## src/rtl/mdc_output_commutator_if.sv

```systemverilog
// Dual-path input / serial output bundle of the MDC FFT output commutator.
// The slave modport is the commutator's view; the master modport is the pipeline/consumer side.
interface mdc_output_commutator_if #(
    parameter int unsigned WIDTH = 9,
    parameter int unsigned N     = 32
);
    localparam int unsigned IW = $clog2(N);

    logic                    in_valid;
    logic                    in_ready;
    logic signed [WIDTH-1:0] inUP_re;
    logic signed [WIDTH-1:0] inUP_im;
    logic signed [WIDTH-1:0] inLO_re;
    logic signed [WIDTH-1:0] inLO_im;

    logic                    out_valid;
    logic signed [WIDTH-1:0] out_re;
    logic signed [WIDTH-1:0] out_im;
    logic [IW-1:0]           out_index;
    logic                    out_last;

    modport slave (
        input  in_valid,
        input  inUP_re,
        input  inUP_im,
        input  inLO_re,
        input  inLO_im,
        output in_ready,
        output out_valid,
        output out_re,
        output out_im,
        output out_index,
        output out_last
    );

    modport master (
        output in_valid,
        output inUP_re,
        output inUP_im,
        output inLO_re,
        output inLO_im,
        input  in_ready,
        input  out_valid,
        input  out_re,
        input  out_im,
        input  out_index,
        input  out_last
    );
endinterface

```

## src/rtl/mdc_output_commutator.sv

```systemverilog
// Output commutator of the MDC FFT: emits each frame's upper-path samples as they arrive,
// buffering the lower-path samples and draining them afterwards as the second half of the frame.
module mdc_output_commutator #(
    parameter int unsigned WIDTH = 9,
    parameter int unsigned N     = 32
) (
    input  logic                     clk,
    input  logic                     rst,
    mdc_output_commutator_if.slave   bus
);
    localparam int unsigned HALF = N / 2;
    localparam int unsigned CW   = $clog2(HALF);
    localparam int unsigned IW   = $clog2(N);
    localparam int unsigned BW   = 2 * WIDTH;
    localparam logic [CW-1:0] CNT_MAX = CW'(HALF - 1);

    typedef enum logic {
        S_PASS  = 1'b0,
        S_DRAIN = 1'b1
    } state_t;

    state_t                  r_state;
    logic [CW-1:0]           r_cnt;
    logic                    r_out_valid;
    logic                    r_out_last;
    logic signed [WIDTH-1:0] r_out_re;
    logic signed [WIDTH-1:0] r_out_im;
    logic [IW-1:0]           r_out_index;
    logic [BW-1:0]           r_buf [HALF];

    state_t                  w_state_nxt;
    logic [CW-1:0]           w_cnt_nxt;
    logic                    w_valid_nxt;
    logic                    w_last_nxt;
    logic signed [WIDTH-1:0] w_re_nxt;
    logic signed [WIDTH-1:0] w_im_nxt;
    logic [IW-1:0]           w_idx_nxt;
    logic                    w_accept;
    logic [BW-1:0]           w_rd_word;
    logic signed [WIDTH-1:0] w_rd_re;
    logic signed [WIDTH-1:0] w_rd_im;

    assign bus.in_ready  = (r_state == S_PASS);
    assign bus.out_valid = r_out_valid;
    assign bus.out_last  = r_out_last;
    assign bus.out_re    = r_out_re;
    assign bus.out_im    = r_out_im;
    assign bus.out_index = r_out_index;

    assign w_accept  = bus.in_valid && (r_state == S_PASS);
    assign w_rd_word = r_buf[r_cnt];
    assign w_rd_re   = w_rd_word[BW-1:WIDTH];
    assign w_rd_im   = w_rd_word[WIDTH-1:0];

    // Next-state and output decode; idle PASS cycles hold data/index and drop valid/last.
    always_comb begin
        w_state_nxt = r_state;
        w_cnt_nxt   = r_cnt;
        w_valid_nxt = 1'b0;
        w_last_nxt  = 1'b0;
        w_re_nxt    = r_out_re;
        w_im_nxt    = r_out_im;
        w_idx_nxt   = r_out_index;

        case (r_state)
            S_PASS: begin
                if (w_accept) begin
                    w_re_nxt    = bus.inUP_re;
                    w_im_nxt    = bus.inUP_im;
                    w_idx_nxt   = {1'b0, r_cnt};
                    w_valid_nxt = 1'b1;
                    if (r_cnt == CNT_MAX) begin
                        w_state_nxt = S_DRAIN;
                        w_cnt_nxt   = '0;
                    end else begin
                        w_cnt_nxt = r_cnt + CW'(1);
                    end
                end
            end
            S_DRAIN: begin
                w_re_nxt    = w_rd_re;
                w_im_nxt    = w_rd_im;
                w_idx_nxt   = {1'b1, r_cnt};
                w_valid_nxt = 1'b1;
                if (r_cnt == CNT_MAX) begin
                    w_last_nxt  = 1'b1;
                    w_state_nxt = S_PASS;
                    w_cnt_nxt   = '0;
                end else begin
                    w_cnt_nxt = r_cnt + CW'(1);
                end
            end
            default: begin
                w_state_nxt = S_PASS;
                w_cnt_nxt   = '0;
            end
        endcase
    end

    always_ff @(posedge clk or posedge rst) begin
        if (rst) begin
            r_state     <= S_PASS;
            r_cnt       <= '0;
            r_out_valid <= 1'b0;
            r_out_last  <= 1'b0;
            r_out_re    <= '0;
            r_out_im    <= '0;
            r_out_index <= '0;
        end else begin
            r_state     <= w_state_nxt;
            r_cnt       <= w_cnt_nxt;
            r_out_valid <= w_valid_nxt;
            r_out_last  <= w_last_nxt;
            r_out_re    <= w_re_nxt;
            r_out_im    <= w_im_nxt;
            r_out_index <= w_idx_nxt;
        end
    end

    // Lower-path buffer: written only while passing, read only while draining, never reset.
    always_ff @(posedge clk) begin
        if (w_accept) begin
            r_buf[r_cnt] <= {bus.inLO_re, bus.inLO_im};
        end
    end
endmodule

```

## src/flat_wrapper.sv

```systemverilog
// flat-port wrapper written by rule: the top's interface ports become plain ports
module mdc_output_commutator_flat 
#(
    parameter int unsigned WIDTH = 9,
    parameter int unsigned N     = 32
)
  (clk, rst, bus_in_valid, bus_inUP_re, bus_inUP_im, bus_inLO_re, bus_inLO_im, bus_in_ready, bus_out_valid, bus_out_re, bus_out_im, bus_out_index, bus_out_last);
  mdc_output_commutator_if #(.WIDTH(WIDTH), .N(N)) bus_i ();
  input  logic clk;
  input  logic rst;
  input wire logic [$bits(bus_i.in_valid)-1:0] bus_in_valid;
  input wire logic [$bits(bus_i.inUP_re)-1:0] bus_inUP_re;
  input wire logic [$bits(bus_i.inUP_im)-1:0] bus_inUP_im;
  input wire logic [$bits(bus_i.inLO_re)-1:0] bus_inLO_re;
  input wire logic [$bits(bus_i.inLO_im)-1:0] bus_inLO_im;
  output wire logic [$bits(bus_i.in_ready)-1:0] bus_in_ready;
  output wire logic [$bits(bus_i.out_valid)-1:0] bus_out_valid;
  output wire logic [$bits(bus_i.out_re)-1:0] bus_out_re;
  output wire logic [$bits(bus_i.out_im)-1:0] bus_out_im;
  output wire logic [$bits(bus_i.out_index)-1:0] bus_out_index;
  output wire logic [$bits(bus_i.out_last)-1:0] bus_out_last;
  assign bus_i.in_valid = bus_in_valid;
  assign bus_i.inUP_re = bus_inUP_re;
  assign bus_i.inUP_im = bus_inUP_im;
  assign bus_i.inLO_re = bus_inLO_re;
  assign bus_i.inLO_im = bus_inLO_im;
  assign bus_in_ready = bus_i.in_ready;
  assign bus_out_valid = bus_i.out_valid;
  assign bus_out_re = bus_i.out_re;
  assign bus_out_im = bus_i.out_im;
  assign bus_out_index = bus_i.out_index;
  assign bus_out_last = bus_i.out_last;
  mdc_output_commutator #(.WIDTH(WIDTH), .N(N)) u_core (.clk(clk), .rst(rst), .bus(bus_i));
endmodule
```

## config.mk

```make
export PLATFORM = sky130hd
export DESIGN_NAME = mdc_output_commutator_flat
export DESIGN_NICKNAME = d
export VERILOG_FILES = /design/src/rtl/mdc_output_commutator_if.sv /design/src/rtl/mdc_output_commutator.sv /design/src/flat_wrapper.sv
export SDC_FILE = /design/constraint.sdc
export NUM_CORES = 1
export LEC_CHECK = 0
export ABC_AREA = 1
export BUFFER_PORTS_ARGS = -buffer_cell sky130_fd_sc_hd__buf_2
export CAP_MARGIN = 10
export CORE_ASPECT_RATIO = 0.5
export CORE_MARGIN = 5
export CORE_UTILIZATION = 25
export CTS_BUF_LIST = sky130_fd_sc_hd__clkbuf_4 sky130_fd_sc_hd__clkbuf_8
export DETAILED_ROUTE_END_ITERATION = 8
export MAX_ROUTING_LAYER = met4
export PLACE_DENSITY = 0.5
export SLEW_MARGIN = 25
export SYNTH_ARGS = -nofsm -noshare
export SYNTH_HDL_FRONTEND = slang
export SYNTH_SLANG_ARGS = --single-unit
```

## constraint.sdc

```tcl
create_clock -name clk -period 2.35 [get_ports clk]
set_input_delay 0.1175 -clock clk [delete_from_list [all_inputs] [get_ports clk]]
set_output_delay 0.1175 -clock clk [all_outputs]
set_load 0.01 [all_outputs]
```

Word-level counts from Yosys, hierarchy flattened:

Memory sizes are Yosys's and may differ from the RTL's.
Cells that the tools add are included.

* bits in registers: 30
* RAM bits: 288
* input bits: 39
* output and inout bits: 26
* word-level logic and storage cells: 30
* memories kept: 1

Memories
* u_core.r_buf: words 16, width 18, rd ports 1, clocked after Yosys merged registers in 0, write ports 1, line mdc_output_commutator.sv:29 `logic [BW-1:0] r_buf [HALF];`

* add/sub/neg operators: 1
* eq/ne operators: 2
* multiplexer cells: 17
* bitwise logic cells: 1
* reductions and logical operators: 1

Operators by type and width (number)
* 9-bit case mux with 2 select lines: 2
* 9-bit 2-to-1 mux: 2
* 5-bit case mux with 2 select lines: 1
* 4-bit 2-to-1 mux: 2
* 4-bit case mux with 2 select lines: 1
* 1-bit 2-to-1 mux: 6
* 5-bit 2-to-1 mux: 1
* 4-bit by 1-bit adder with 4-bit output (second input constant): 1
* 4-bit equality test (second input constant): 1
* 1-bit case mux with 2 select lines: 2
* 2-bit by 1-bit != test with 1-bit output (second input constant): 1
* 1-bit logical AND: 1
* 1-bit inverter: 1

Depth between registers and ports, before layout:

* depth in word-level cells: 4
* depth in mapped cells: 11
* gate-level depth less buffers: 9

Worst setup path before layout:

No wires, ideal clock.

* path kind: reg-to-reg
* start: register u_core.r_cnt[1]
* end: memory u_core.r_buf[0][0] in the netlist's numbering (enable)
* setup time: 0.392 ns
* arrival time: 1.913 ns
* required time: 1.958 ns
* path slack: 0.044 ns
* cell stages (with the launch flop): 8
* buffers on the path: 3
* clock period less this slack: 2.306 ns
* path through: dfrtp_1 -> buf_4 -> inv_2 -> buf_4 -> buf_4 -> ha_1 -> nand2_1 -> nor2_1

RTL lines
* from (decl): line mdc_output_commutator.sv:23 `logic [CW-1:0] r_cnt;`
* from (signal assigned): line mdc_output_commutator.sv:111 `r_cnt <= w_cnt_nxt;`
* to (decl): line mdc_output_commutator.sv:29

Straight into the memory's write port.

Final worst setup path:

* start: register u_core.r_cnt[1]
* end: memory u_core.r_buf[8][14] in the netlist's numbering (enable)

Straight into the memory's write port.

==> run summary <==
pin count of the biggest net entering global routing -> 90
initial antenna violation count -> 0
Routed Antenna Nets -> 0
detailed router's first-iteration violation count -> 561
Hold Vio Cnt, Final -> 0
VDD IR max -> 0.0007523 V
syn_area_per_cell -> 9.975 sq um
Crit. End Element -> flip-flop
main combinational cell family by area after synthesis -> simple AND/OR/NAND/NOR gates
routability cong. -> 0.8048
worst reg2reg endpoint -> u_core.r_buf[8][14]
GR Overflow Total -> 0
Mapped Area -> 0.01390 sq mm
CTS clock-pin slew for the worst setup and hold paths -> 0.06 ns
clk_skew -> 0.01943 ns
Arr. time, crit path -> 2.11 ns
fill cell count -> 5819
Core Util, Final -> 0.3047
Die ar. -> 0.06068 sq mm
Synth Warn # -> 0
I/O pin count -> 65
clk root buf -> clkbuf_8
reg2reg setup slack -> 0.51 ns
top post-synthesis cells by area -> edfxtp_1, nand2_1, inv_1
area occupied by multi-input gates -> 0.003154 sq mm
nets@finish -> 1592
status -> complete, no violations
post-CTS setup buffers -> 0
RSZ-0062 raised after global routing -> no
PostCTS Resize Cnt -> 0
Slew headroom -> 0.5884
post-synthesis simple-gate area fraction -> 0.1988
worst-margin pin slew -> 0.6137 ns
initial core utilization -> 0.2515
post-synthesis sequential area ratio -> 0.6764
Post-Route WL -> 37.21 mm
ys async rst share -> 0.09434
number of distinct library cells after synthesis -> 19
syn nets -> 1436
via count -> 9459
Area Overhead vs Synth -> 21.17%
Post-synth EDFFs -> 288
Crit. Startpoint -> u_core.r_cnt[1]
diode count -> 0
clk buf depth -> 3
vias in the first global route -> 9110
cell taking the most area after synthesis -> edfxtp_1
worst setup path end -> u_core.r_buf[8][14]
max-capacitance violation count -> 0
clock sink total -> 318
Post-synth top flop -> edfxtp_1
Sequential Area -> 0.009404 sq mm
share of layout cells above drive strength 1 -> 0.1500
worst r2r path cells -> 6
TritonCTS clock tree -> done
Max Slew Vio Count -> 0
setup TNS -> 0 ns
PortBufs -> 64
num rows -> 61
xor/xnor share of the synthesized area -> 0.0006303
DR pass1 iterations -> 5
top-area cell type share of the netlist area -> 0.6224
kind of critical path -> flip-flop to flip-flop
core box area -> 0.05526 sq mm
Gate Count Post-Synth -> 1393
Synth top cells by count -> nand2_1, edfxtp_1, inv_1, nand3_1, dfrtp_1
Total GRT Usage -> 0.1246
Die Height -> 176.7 microns
min-delay worst type -> input pin to asynchronous set/reset pin
Setup violations, final -> 0
Tmin final -> 1.842 ns
DP HPWL -> 22.83 mm
Seq cells post-synth -> 318
Die W -> 343.4 microns
Leak -> 0.007602 uW
most frequent cell after synthesis -> nand2_1
post-synthesis mux area share -> 0
Vias per Instance -> 4.027
crit-path max FO -> 37
PwrDens -> 1077 mW/mm^2
Synth Area in Compound Gates -> 0.02107
CTS buffer count -> 52
clock insertion delay at the later pin of the skew report -> 0.60 ns
Post-Synth Adder-Cell Area -> 0.003602
routed len/inst -> 15.84 microns
Fmax -> 542.9 MHz
RR Startpoint -> u_core.r_cnt[1]
Residual DRC -> 0
first-pass GRT wire length -> 55.90 mm
CTS Hold Buffers Added -> 38
Tcrit/Tclk final -> 0.7838
Startpoint Class -> flip-flop
CTS H-tree lvls -> 2
CP required -> 2.62 ns
==> worst min path at each step <==
stage,end,slack [ns],depth (start not counted),from
after floorplan,u_core.bus.out_im[0],0.21,1,rst
after global placement,u_core.bus.out_index[3],0.16,2,rst
after detailed placement,u_core.bus.out_index[3],0.16,2,rst
after CTS,u_core.bus.out_index[3],0.08,3,rst
after global routing,u_core.bus.out_index[3],0.10,3,rst
final,u_core.bus.out_index[3],0.09,3,rst
==> kinds of logic (layout without fill, tap and decap cells) <==
kind of cell	Yosys count	in the layout
and+or+nand+nor	688	688
buffers and inverters	337	537
DFF	318	318
AOI/OAI and AO/OA	45	45
adders and majority gates	4	4
xor gates and xnor gates	1	1
==> sequential cells by signal (all words and copies together) (netlist names) <==
register              cells
u_core.r_buf            288
u_core.bus.out_im         9
u_core.bus.out_re         9
u_core.bus.out_index      5
u_core.r_cnt              4
u_core.bus.out_last       1
u_core.bus.out_valid      1
u_core.r_state            1
==> power by group <==
group | switching [uW] | leakage (uW) | total [uW] | internal (uW)
logic | 4260 | 0.00406 | 6180 | 1920
clock network | 2170 | 0.000577 | 4950 | 2780
registers | 252 | 0.00296 | 7020 | 6760
total | 6680 | 0.00760 | 18100 | 11500
==> through the flow <==
stage | hold slack [ns] | area (sq um) | cells | setup WS, ns | total power, uW
after floorplan | 0.2083 | 13900 | 1393 | 0.04426 | 11150
final | 0.09423 | 16840 | 2349 | 0.5080 | 18140
after detailed placement | 0.1604 | 15360 | 2213 | 0.4855 | 13350
after CTS | 0.08004 | 16840 | 2349 | 0.4779 | 18410
after global routing | 0.1020 | 16840 | 2349 | 0.3378 | 19360
after global placement | 0.1622 | 15360 | 2213 | 0.5178 | 13350
==> worst max-delay path: stages (launching register included) <==
cell	delay, ns
dfrtp_2	0.44
inv_2	0.10
buf_12	0.24
ha_1	0.18
nand2_1	0.14
nor2_2	0.13
buf_4	0.28
==> cells in the final DEF, fill, tap and decap left out <==
master | Yosys | final
nand2_1 | 538 | 538
edfxtp_1 | 288 | 288
inv_1 | 274 | 272
nand3_1 | 128 | 128
buf_2 | 28 | 64
clkbuf_8 | 0 | 63
buf_4 | 20 | 55
dlygate4sd3_1 | 0 | 38
dfrtp_1 | 30 | 28
clkbuf_4 | 0 | 23
o21ai_1 | 20 | 20
nor2_2 | 2 | 18
a22o_1 | 18 | 18
clkinv_1 | 0 | 10
o21ai_0 | 5 | 5
inv_2 | 4 | 4
ha_1 | 4 | 4
buf_12 | 0 | 4
nor2_4 | 2 | 2
nor2_1 | 18 | 2
a21oi_1 | 2 | 2
clkinvlp_4 | 0 | 2
inv_4 | 0 | 1
xor2_1 | 1 | 1
clkinv_2 | 0 | 1
dfrtp_4 | 0 | 1
dfrtp_2 | 0 | 1
==> per-layer routing <==
metal	vias to the layer above	global-route usage	wire, microns
met1	4540	0.1634	17250
met5	-	-	0
met4	0	0.02885	559
met3	43	0.01952	1535
met2	182	0.2053	17860
li1	4694	-	-
==> cell type report <==
cell class,instances,share of cell area
flip-flops and latches,318,0.5585
repair buffers,161,0.07089
multi-input cells,738,0.1873
clock buffers,86,0.06175
clock inverters,12,0.003195
inverters,278,0.06212
well taps,756,0.05618
(Power assumes the default switching activity.)
